$ cat src/rtl/softmax_group_norm_if.sv
// Vector stream bundle for softmax_group_norm:
// input side (in_*) and normalised output side (out_*).
interface softmax_group_norm_if #(
  parameter int BW = 8,
  parameter int N  = 8
);
  logic            in_valid;
  logic            in_ready;
  logic [BW*N-1:0] in_data;
  logic            in_last;
  logic            out_valid;
  logic            out_ready;
  logic [BW*N-1:0] out_data;
  logic            out_last;

  modport master (
    output in_valid, in_data, in_last, out_ready,
    input  in_ready, out_valid, out_data, out_last
  );

  modport slave (
    input  in_valid, in_data, in_last, out_ready,
    output in_ready, out_valid, out_data, out_last
  );
endinterface

$ cat src/rtl/softmax_group_norm.sv
// LUT exp per lane, LSA/GSA exp-sum, sequential reciprocal,
// then normalised vectors streamed out under valid/ready.
module softmax_group_norm #(
  parameter int BW   = 8,
  parameter int N    = 8,
  parameter int G    = 8,
  parameter int EXPW = 8
) (
  input  logic            clk,
  input  logic            reset,
  input  logic            mode,
  input  logic            lut_wr_en,
  input  logic            lut_wr_msb,
  input  logic [BW/2-1:0] lut_wr_addr,
  input  logic [EXPW-1:0] lut_wr_data,
  output logic            lut_err,
  softmax_group_norm_if.slave s
);
  localparam int SUMW = EXPW + $clog2(N*G);
  localparam int RW   = EXPW + BW + 1;
  localparam int HW   = BW / 2;
  localparam int LD   = 1 << HW;
  localparam int IW   = (G > 1) ? $clog2(G) : 1;
  localparam int CW   = $clog2(G + 1);
  localparam int DW   = $clog2(RW);
  localparam int PW   = EXPW + RW;

  typedef enum logic [1:0] {IDLE, ACCUM, DIV, EMIT} state_t;

  state_t state, state_n;

  logic [EXPW-1:0]   lut_m [LD];
  logic [EXPW-1:0]   lut_l [LD];
  logic [EXPW-1:0]   ebuf  [G][N];
  logic [2*EXPW-1:0] pr    [N];
  logic [EXPW-1:0]   e     [N];
  logic [PW-1:0]     pp    [N];
  logic [PW-1:0]     sh    [N];
  logic [SUMW-1:0]   vsum, sum, rem;
  logic [SUMW:0]     trial;
  logic [RW-1:0]     dv, q;
  logic [DW-1:0]     dcnt;
  logic [CW-1:0]     cnt, nvec, ptr;
  logic [IW-1:0]     widx;
  logic [BW*N-1:0]   od;
  logic              mode_q, acc, close, ge, load, fin;

  always_comb begin
    vsum = '0;
    for (int i = 0; i < N; i++) begin
      pr[i] = (2*EXPW)'(lut_m[s.in_data[BW*i+HW +: HW]])
            * (2*EXPW)'(lut_l[s.in_data[BW*i +: HW]]);
      e[i]  = EXPW'(pr[i] >> EXPW);
      vsum  = vsum + SUMW'(e[i]);
    end
  end

  always_comb begin
    state_n    = state;
    s.in_ready = 1'b0;
    acc        = 1'b0;
    close      = 1'b0;
    unique case (state)
      IDLE: begin
        s.in_ready = 1'b1;
        acc   = s.in_valid;
        close = acc & (~mode | s.in_last | (G == 1));
        if (acc) state_n = close ? DIV : ACCUM;
      end
      ACCUM: begin
        s.in_ready = 1'b1;
        acc   = s.in_valid;
        close = acc & (~mode_q | s.in_last
              | (cnt == CW'(G - 1)));
        if (close) state_n = DIV;
      end
      DIV:
        if (dcnt == DW'(RW - 1)) state_n = EMIT;
      EMIT:
        if (fin) state_n = IDLE;
      default: state_n = IDLE;
    endcase
  end

  assign widx  = (state == IDLE) ? '0 : cnt[IW-1:0];
  assign trial = {rem, dv[RW-1]};
  assign ge    = trial >= {1'b0, sum};
  assign fin   = (state == EMIT) & s.out_valid
               & s.out_ready & s.out_last;
  assign load  = (state == EMIT) & (~s.out_valid
               | (s.out_ready & ~s.out_last));

  // Lane scale by the reciprocal, saturating to BW bits.
  always_comb begin
    od = '0;
    for (int i = 0; i < N; i++) begin
      pp[i] = PW'(ebuf[ptr[IW-1:0]][i]) * PW'(q);
      sh[i] = pp[i] >> EXPW;
      od[BW*i +: BW] = (|sh[i][PW-1:BW])
                     ? {BW{1'b1}} : sh[i][BW-1:0];
    end
  end

  always_ff @(posedge clk) begin
    if (acc)
      for (int i = 0; i < N; i++) ebuf[widx][i] <= e[i];
  end

  always_ff @(posedge clk) begin
    if (reset) begin
      state       <= IDLE;
      sum         <= '0;
      mode_q      <= 1'b0;
      cnt         <= '0;
      nvec        <= '0;
      ptr         <= '0;
      rem         <= '0;
      dv          <= '0;
      q           <= '0;
      dcnt        <= '0;
      lut_err     <= 1'b0;
      s.out_valid <= 1'b0;
      s.out_last  <= 1'b0;
      s.out_data  <= '0;
      for (int i = 0; i < LD; i++) begin
        lut_m[i] <= '0;
        lut_l[i] <= '0;
      end
    end else begin
      state   <= state_n;
      lut_err <= lut_wr_en & (state != IDLE);
      if (lut_wr_en && state == IDLE) begin
        if (lut_wr_msb) lut_m[lut_wr_addr] <= lut_wr_data;
        else            lut_l[lut_wr_addr] <= lut_wr_data;
      end
      if (acc) begin
        if (state == IDLE) begin
          sum    <= vsum;
          mode_q <= mode;
          cnt    <= CW'(1);
        end else begin
          sum <= sum + vsum;
          cnt <= cnt + CW'(1);
        end
      end
      if (close) begin
        nvec <= (state == IDLE) ? CW'(1) : cnt + CW'(1);
        rem  <= '0;
        dv   <= RW'(1) << (RW - 1);
        q    <= '0;
        dcnt <= '0;
      end
      if (state == DIV) begin
        rem  <= ge ? SUMW'(trial - {1'b0, sum})
                   : trial[SUMW-1:0];
        dv   <= dv << 1;
        dcnt <= dcnt + DW'(1);
        ptr  <= '0;
        // Zero sum yields an all-ones quotient; force it to 0.
        if (dcnt == DW'(RW - 1) && sum == '0) q <= '0;
        else q <= {q[RW-2:0], ge};
      end
      if (load) begin
        s.out_data  <= od;
        s.out_last  <= (ptr == nvec - CW'(1));
        s.out_valid <= 1'b1;
        ptr         <= ptr + CW'(1);
      end else if (fin) begin
        s.out_valid <= 1'b0;
        s.out_last  <= 1'b0;
      end
    end
  end
endmodule
$ cat src/flat_wrapper.sv
// flat-port wrapper written by rule: the top's interface ports become plain ports
module softmax_group_norm_flat 
#(
  parameter int BW   = 8,
  parameter int N    = 8,
  parameter int G    = 8,
  parameter int EXPW = 8
)
  (clk, reset, mode, lut_wr_en, lut_wr_msb, lut_wr_addr, lut_wr_data, lut_err, s_in_valid, s_in_data, s_in_last, s_out_ready, s_in_ready, s_out_valid, s_out_data, s_out_last);
  softmax_group_norm_if #(.BW(BW), .N(N)) s_i ();
  input  logic clk;
  input  logic reset;
  input  logic mode;
  input  logic lut_wr_en;
  input  logic lut_wr_msb;
  input  logic [BW/2-1:0] lut_wr_addr;
  input  logic [EXPW-1:0] lut_wr_data;
  output logic lut_err;
  input wire logic [$bits(s_i.in_valid)-1:0] s_in_valid;
  input wire logic [$bits(s_i.in_data)-1:0] s_in_data;
  input wire logic [$bits(s_i.in_last)-1:0] s_in_last;
  input wire logic [$bits(s_i.out_ready)-1:0] s_out_ready;
  output wire logic [$bits(s_i.in_ready)-1:0] s_in_ready;
  output wire logic [$bits(s_i.out_valid)-1:0] s_out_valid;
  output wire logic [$bits(s_i.out_data)-1:0] s_out_data;
  output wire logic [$bits(s_i.out_last)-1:0] s_out_last;
  assign s_i.in_valid = s_in_valid;
  assign s_i.in_data = s_in_data;
  assign s_i.in_last = s_in_last;
  assign s_i.out_ready = s_out_ready;
  assign s_in_ready = s_i.in_ready;
  assign s_out_valid = s_i.out_valid;
  assign s_out_data = s_i.out_data;
  assign s_out_last = s_i.out_last;
  softmax_group_norm #(.BW(BW), .N(N), .G(G), .EXPW(EXPW)) u_core (.clk(clk), .reset(reset), .mode(mode), .lut_wr_en(lut_wr_en), .lut_wr_msb(lut_wr_msb), .lut_wr_addr(lut_wr_addr), .lut_wr_data(lut_wr_data), .lut_err(lut_err), .s(s_i));
endmodule
$ cat config.mk
export PLATFORM = sky130hd
export DESIGN_NAME = softmax_group_norm_flat
export DESIGN_NICKNAME = d
export VERILOG_FILES = /design/src/rtl/softmax_group_norm_if.sv /design/src/rtl/softmax_group_norm.sv /design/src/flat_wrapper.sv
export SDC_FILE = /design/constraint.sdc
export NUM_CORES = 2
export LEC_CHECK = 0
export ABC_AREA = 1
export CAP_MARGIN = 20
export CELL_PAD_IN_SITES_DETAIL_PLACEMENT = 1
export CELL_PAD_IN_SITES_GLOBAL_PLACEMENT = 1
export CORE_ASPECT_RATIO = 1.1
export CORE_MARGIN = 2
export CORE_UTILIZATION = 25
export DETAILED_ROUTE_END_ITERATION = 6
export PLACE_DENSITY = 0.57
export SYNTH_ARGS = -nofsm -noshare
export SYNTH_HDL_FRONTEND = slang
export SYNTH_SLANG_ARGS = --single-unit
$ cat constraint.sdc
create_clock -name clk -period 14.3 [get_ports clk]
set_input_delay 2.86 -clock clk [delete_from_list [all_inputs] [get_ports clk]]
set_output_delay 2.86 -clock clk [all_outputs]
set_load 0.01 [all_outputs]
==> results.py <==
metrics = {
    "floorplanning": {
        "design.core.area_mm2": 0.414,
        "die-area_mm2": 0.421,
        "die_y_um": 680,
        "num_rows": 248,
        "initial_utilization": 0.251,
        "fp.dieW_um": 619,
        "ioPinCount": 152,
    },
    "timing": {
        "tns_ns": 0,
        "finalHoldViolCount": 0,
        "worst_slew_pin_slew_ns": 1.13,
        "rsz0062_at_grt": "false",
        "final-setup-viol-count": 0,
        "fin_skew_ns": 0.129,
        "slew_viol_final": 0,
        "fmax_ghz": 0.0747,
        "slew_headroom": 0.246,
        "finalWorstPathRequiredPeriod_ns": 13.39,
        "fin_crit_sh": 0.936,
        "fin_ws_ns": 0.911,
    },
    "global_route": {
        "grt_pass1_wl_um": 644000,
        "grt_remaining_overflow": 0,
        "grt_antenna_before_repair": 11,
        "grt_max_degree": 136,
        "grt_pass1_vias": 98000,
        "grt_use_total": 0.202,
    },
    "worst_setup_path": {
        "cp-end-kind": "flop",
        "cpMaxStageDelayCell": "fa_1",
        "worst_ep_arrival_time_ns": 14.07,
        "critPathTopFamily": "adder cells",
        "cp-start-kind": "input pin",
        "crit_type": "in -> reg",
        "cp_num_buf_inv": 14,
        "startpoint": "s_in_data[1]",
        "cpMostUsedCell": "inv_1",
        "worstPathRequired_ns": 14.98,
        "r2r-start": "u_core.lut_l[13][6]",
        "cp_max_fo": 14,
        "critical_path.max_stage_delay_ns": 0.55,
    },
    "clocking": {
        "cts_sinks": 904,
        "postCtsSetupBuffers": 0,
        "cts.clk_slew.worst_paths_ns": 0.06,
        "holdBufCountCts": 0,
        "htreeDepth": 3,
        "cts_tree": "done",
        "cts_max_path_buffers": 4,
        "cts_resized": 0,
        "clock_latency_ns": 0.92,
        "cts_root_buf": "clkbuf_16",
        "cts_buffers": 112,
    },
    "place": {
        "dp_hpwl_um": 327000,
        "port_buffers": 151,
        "dpl_worst_slack_ns": 0.0918,
        "placed_area_mm2": 0.112,
        "routabilityCongestion": 0.888,
    },
    "logic_synthesis": {
        "synth_top_family_by_area": "adder cells",
        "synth_async_sr_flop_share": 0,
        "syn_nets": 15300,
        "synth-edff-count": 768,
        "ys_types": 61,
        "synthMuxAreaShare": 0,
        "synth_xor_area_frac": 0.0118,
        "netlist_instances": 13600,
        "synth_ff_type": "edfxtp_1",
        "synthAdderAreaFrac": 0.279,
        "netlist_area_mm2": 0.104,
        "synth_compound_area_frac": 0.169,
        "syn_avg_cell_area_um2": 7.65,
        "yosys_warnings": 0,
        "seq_area_frac_synth": 0.248,
        "synth_seq_cells": 904,
        "synthSimpleGateAreaFrac": 0.193,
    },
    "final_layout": {
        "area_growth_pct": 11.8,
        "layout_common_cells": "nand2_1, inv_1, nor2_1",
        "fin_nets": 15300,
        "fillers": 50100,
        "final_util": 0.280,
        "final_common_cell": "nand2_1",
        "drive_above_1_share": 0.0504,
        "design_area_mm2": 0.116,
    },
    "route": {
        "viasPerCell": 4.97,
        "drtIter0Drc": 6325,
        "ant_nets": 0,
        "detail_route.wl_per_cell_um": 22.6,
        "vias": 94900,
        "wl_um": 431000,
        "dr.pass1.iters": 5,
        "drcViolationCount": 0,
    },
    "hold_path": {
        "hold_start": "u_core.mode_q",
        "hold_path.class": "reg -> reg",
    },
    "flow_run": {
        "maxCapViolCount": 0,
    },
    "outcome": {
        "status": "completed",
    },
}
[Yosys cell counts, drive strengths merged, types with 3 or more instances]
| cell | n | area (µm²) |
|---|---|---|
| o22ai | 72 | 450 |
| a31oi | 20 | 125 |
| xnor2 | 54 | 473 |
| o221a | 6 | 67.6 |
| a211oi | 26 | 195 |
| nand3b | 18 | 135 |
| o221ai | 176 | 1540 |
| o21bai | 13 | 109 |
| nand2 | 2564 | 9640 |
| o21a | 62 | 465 |
| nor4 | 28 | 175 |
| o21ai | 1370 | 6870 |
| nor2 | 1655 | 6310 |
| and2 | 11 | 68.8 |
| a21boi | 3 | 22.5 |
| or2 | 13 | 81.3 |
| ha | 659 | 8250 |
| a21o | 20 | 150 |
| nand4 | 50 | 313 |
| buf | 104 | 514 |
| clkbuf | 629 | 2360 |
| inv | 1973 | 7410 |
| edfxtp | 768 | 23100 |
| fa | 1033 | 20700 |
| dfxtp | 136 | 2720 |
| a311oi | 3 | 26.3 |
| a221oi | 6 | 52.6 |
| nand3 | 595 | 2990 |
| a21oi | 1069 | 5400 |
| clkinv | 8 | 30.0 |
| o211ai | 259 | 1940 |
| nor3 | 64 | 325 |
| a2111oi | 4 | 35.0 |
| xor2 | 86 | 753 |
[kinds of logic (layout without fill, tap and decap cells)]
family / after synthesis / after routing
simple gates: 5001 / 5001
compound gates: 3120 / 3120
buf+inv: 2714 / 2725
fa+ha+maj: 1692 / 1692
flops: 904 / 904
xor+xnor: 140 / 140
other cells: 0 / 7
[flip-flops by register name, indices dropped and copies added, names as in the netlist, named ones only]
name	cells
u_core.ebuf	512
u_core.s.out_valid	1
u_core.ptr	4
u_core.lut_m	128
u_core.nvec	4
u_core.s.out_last	1
u_core.dv	1
u_core.sum	14
u_core.s.out_data	64
u_core.lut_l	128
u_core.rem	14
u_core.lut_err	1
u_core.q	17
u_core.dcnt	5
u_core.cnt	4
u_core.mode_q	1
u_core.state	2
[final timing paths]
check | end | slack [ns] | cells after the start
setup / recovery | u_core.sum[13] | 0.91 | 51
hold / removal | u_core.mode_q | 0.47 | 2
setup reg to reg | u_core.sum[12] | 2.92 | 53
hold reg to reg | u_core.mode_q | 0.47 | 2
[area by class of cell]
cell class	instances	area [µm²]	area share
antenna	7	17.5	0.000151
clock buffer	136	2890	0.0249
clock inverter	67	768	0.00662
inverter	1981	7450	0.0642
multi-input combinational	9953	67800	0.584
sequential	904	25800	0.222
tap	5500	6880	0.0593
timing repair buffer	541	4430	0.0381
[per-stage QoR]
stage          cells  hold WS [ns]
6_report       19100         0.473
5_1_grt        19100         0.500
4_1_cts        19100         0.473
3_5_place_dp   18900         0.463
3_3_place_gp   18900         0.455
2_1_floorplan  13600         0.445
[layer usage]
metal | global-route usage | wire length, µm | vias to the layer above | part of all wire
met2 | 0.345 | 204000 | 2128 | 0.47
li1 | - | - | 44300 | -
met3 | 0.0159 | 16100 | 596 | 0.037
met4 | 0.0812 | 19800 | 0 | 0.046
met1 | 0.263 | 191000 | 47900 | 0.44
met5 | 0 | 0 | - | 0
[tightest hold or removal path, stage by stage, from the launching register on]
cell and delay, ns:
dfxtp_1 0.31, nand2_1 0.06, a21oi_1 0.06
Power is left out: the tool's default activity adds up to more than one toggle a clock period on the data nets, which glitch-free logic cannot reach.
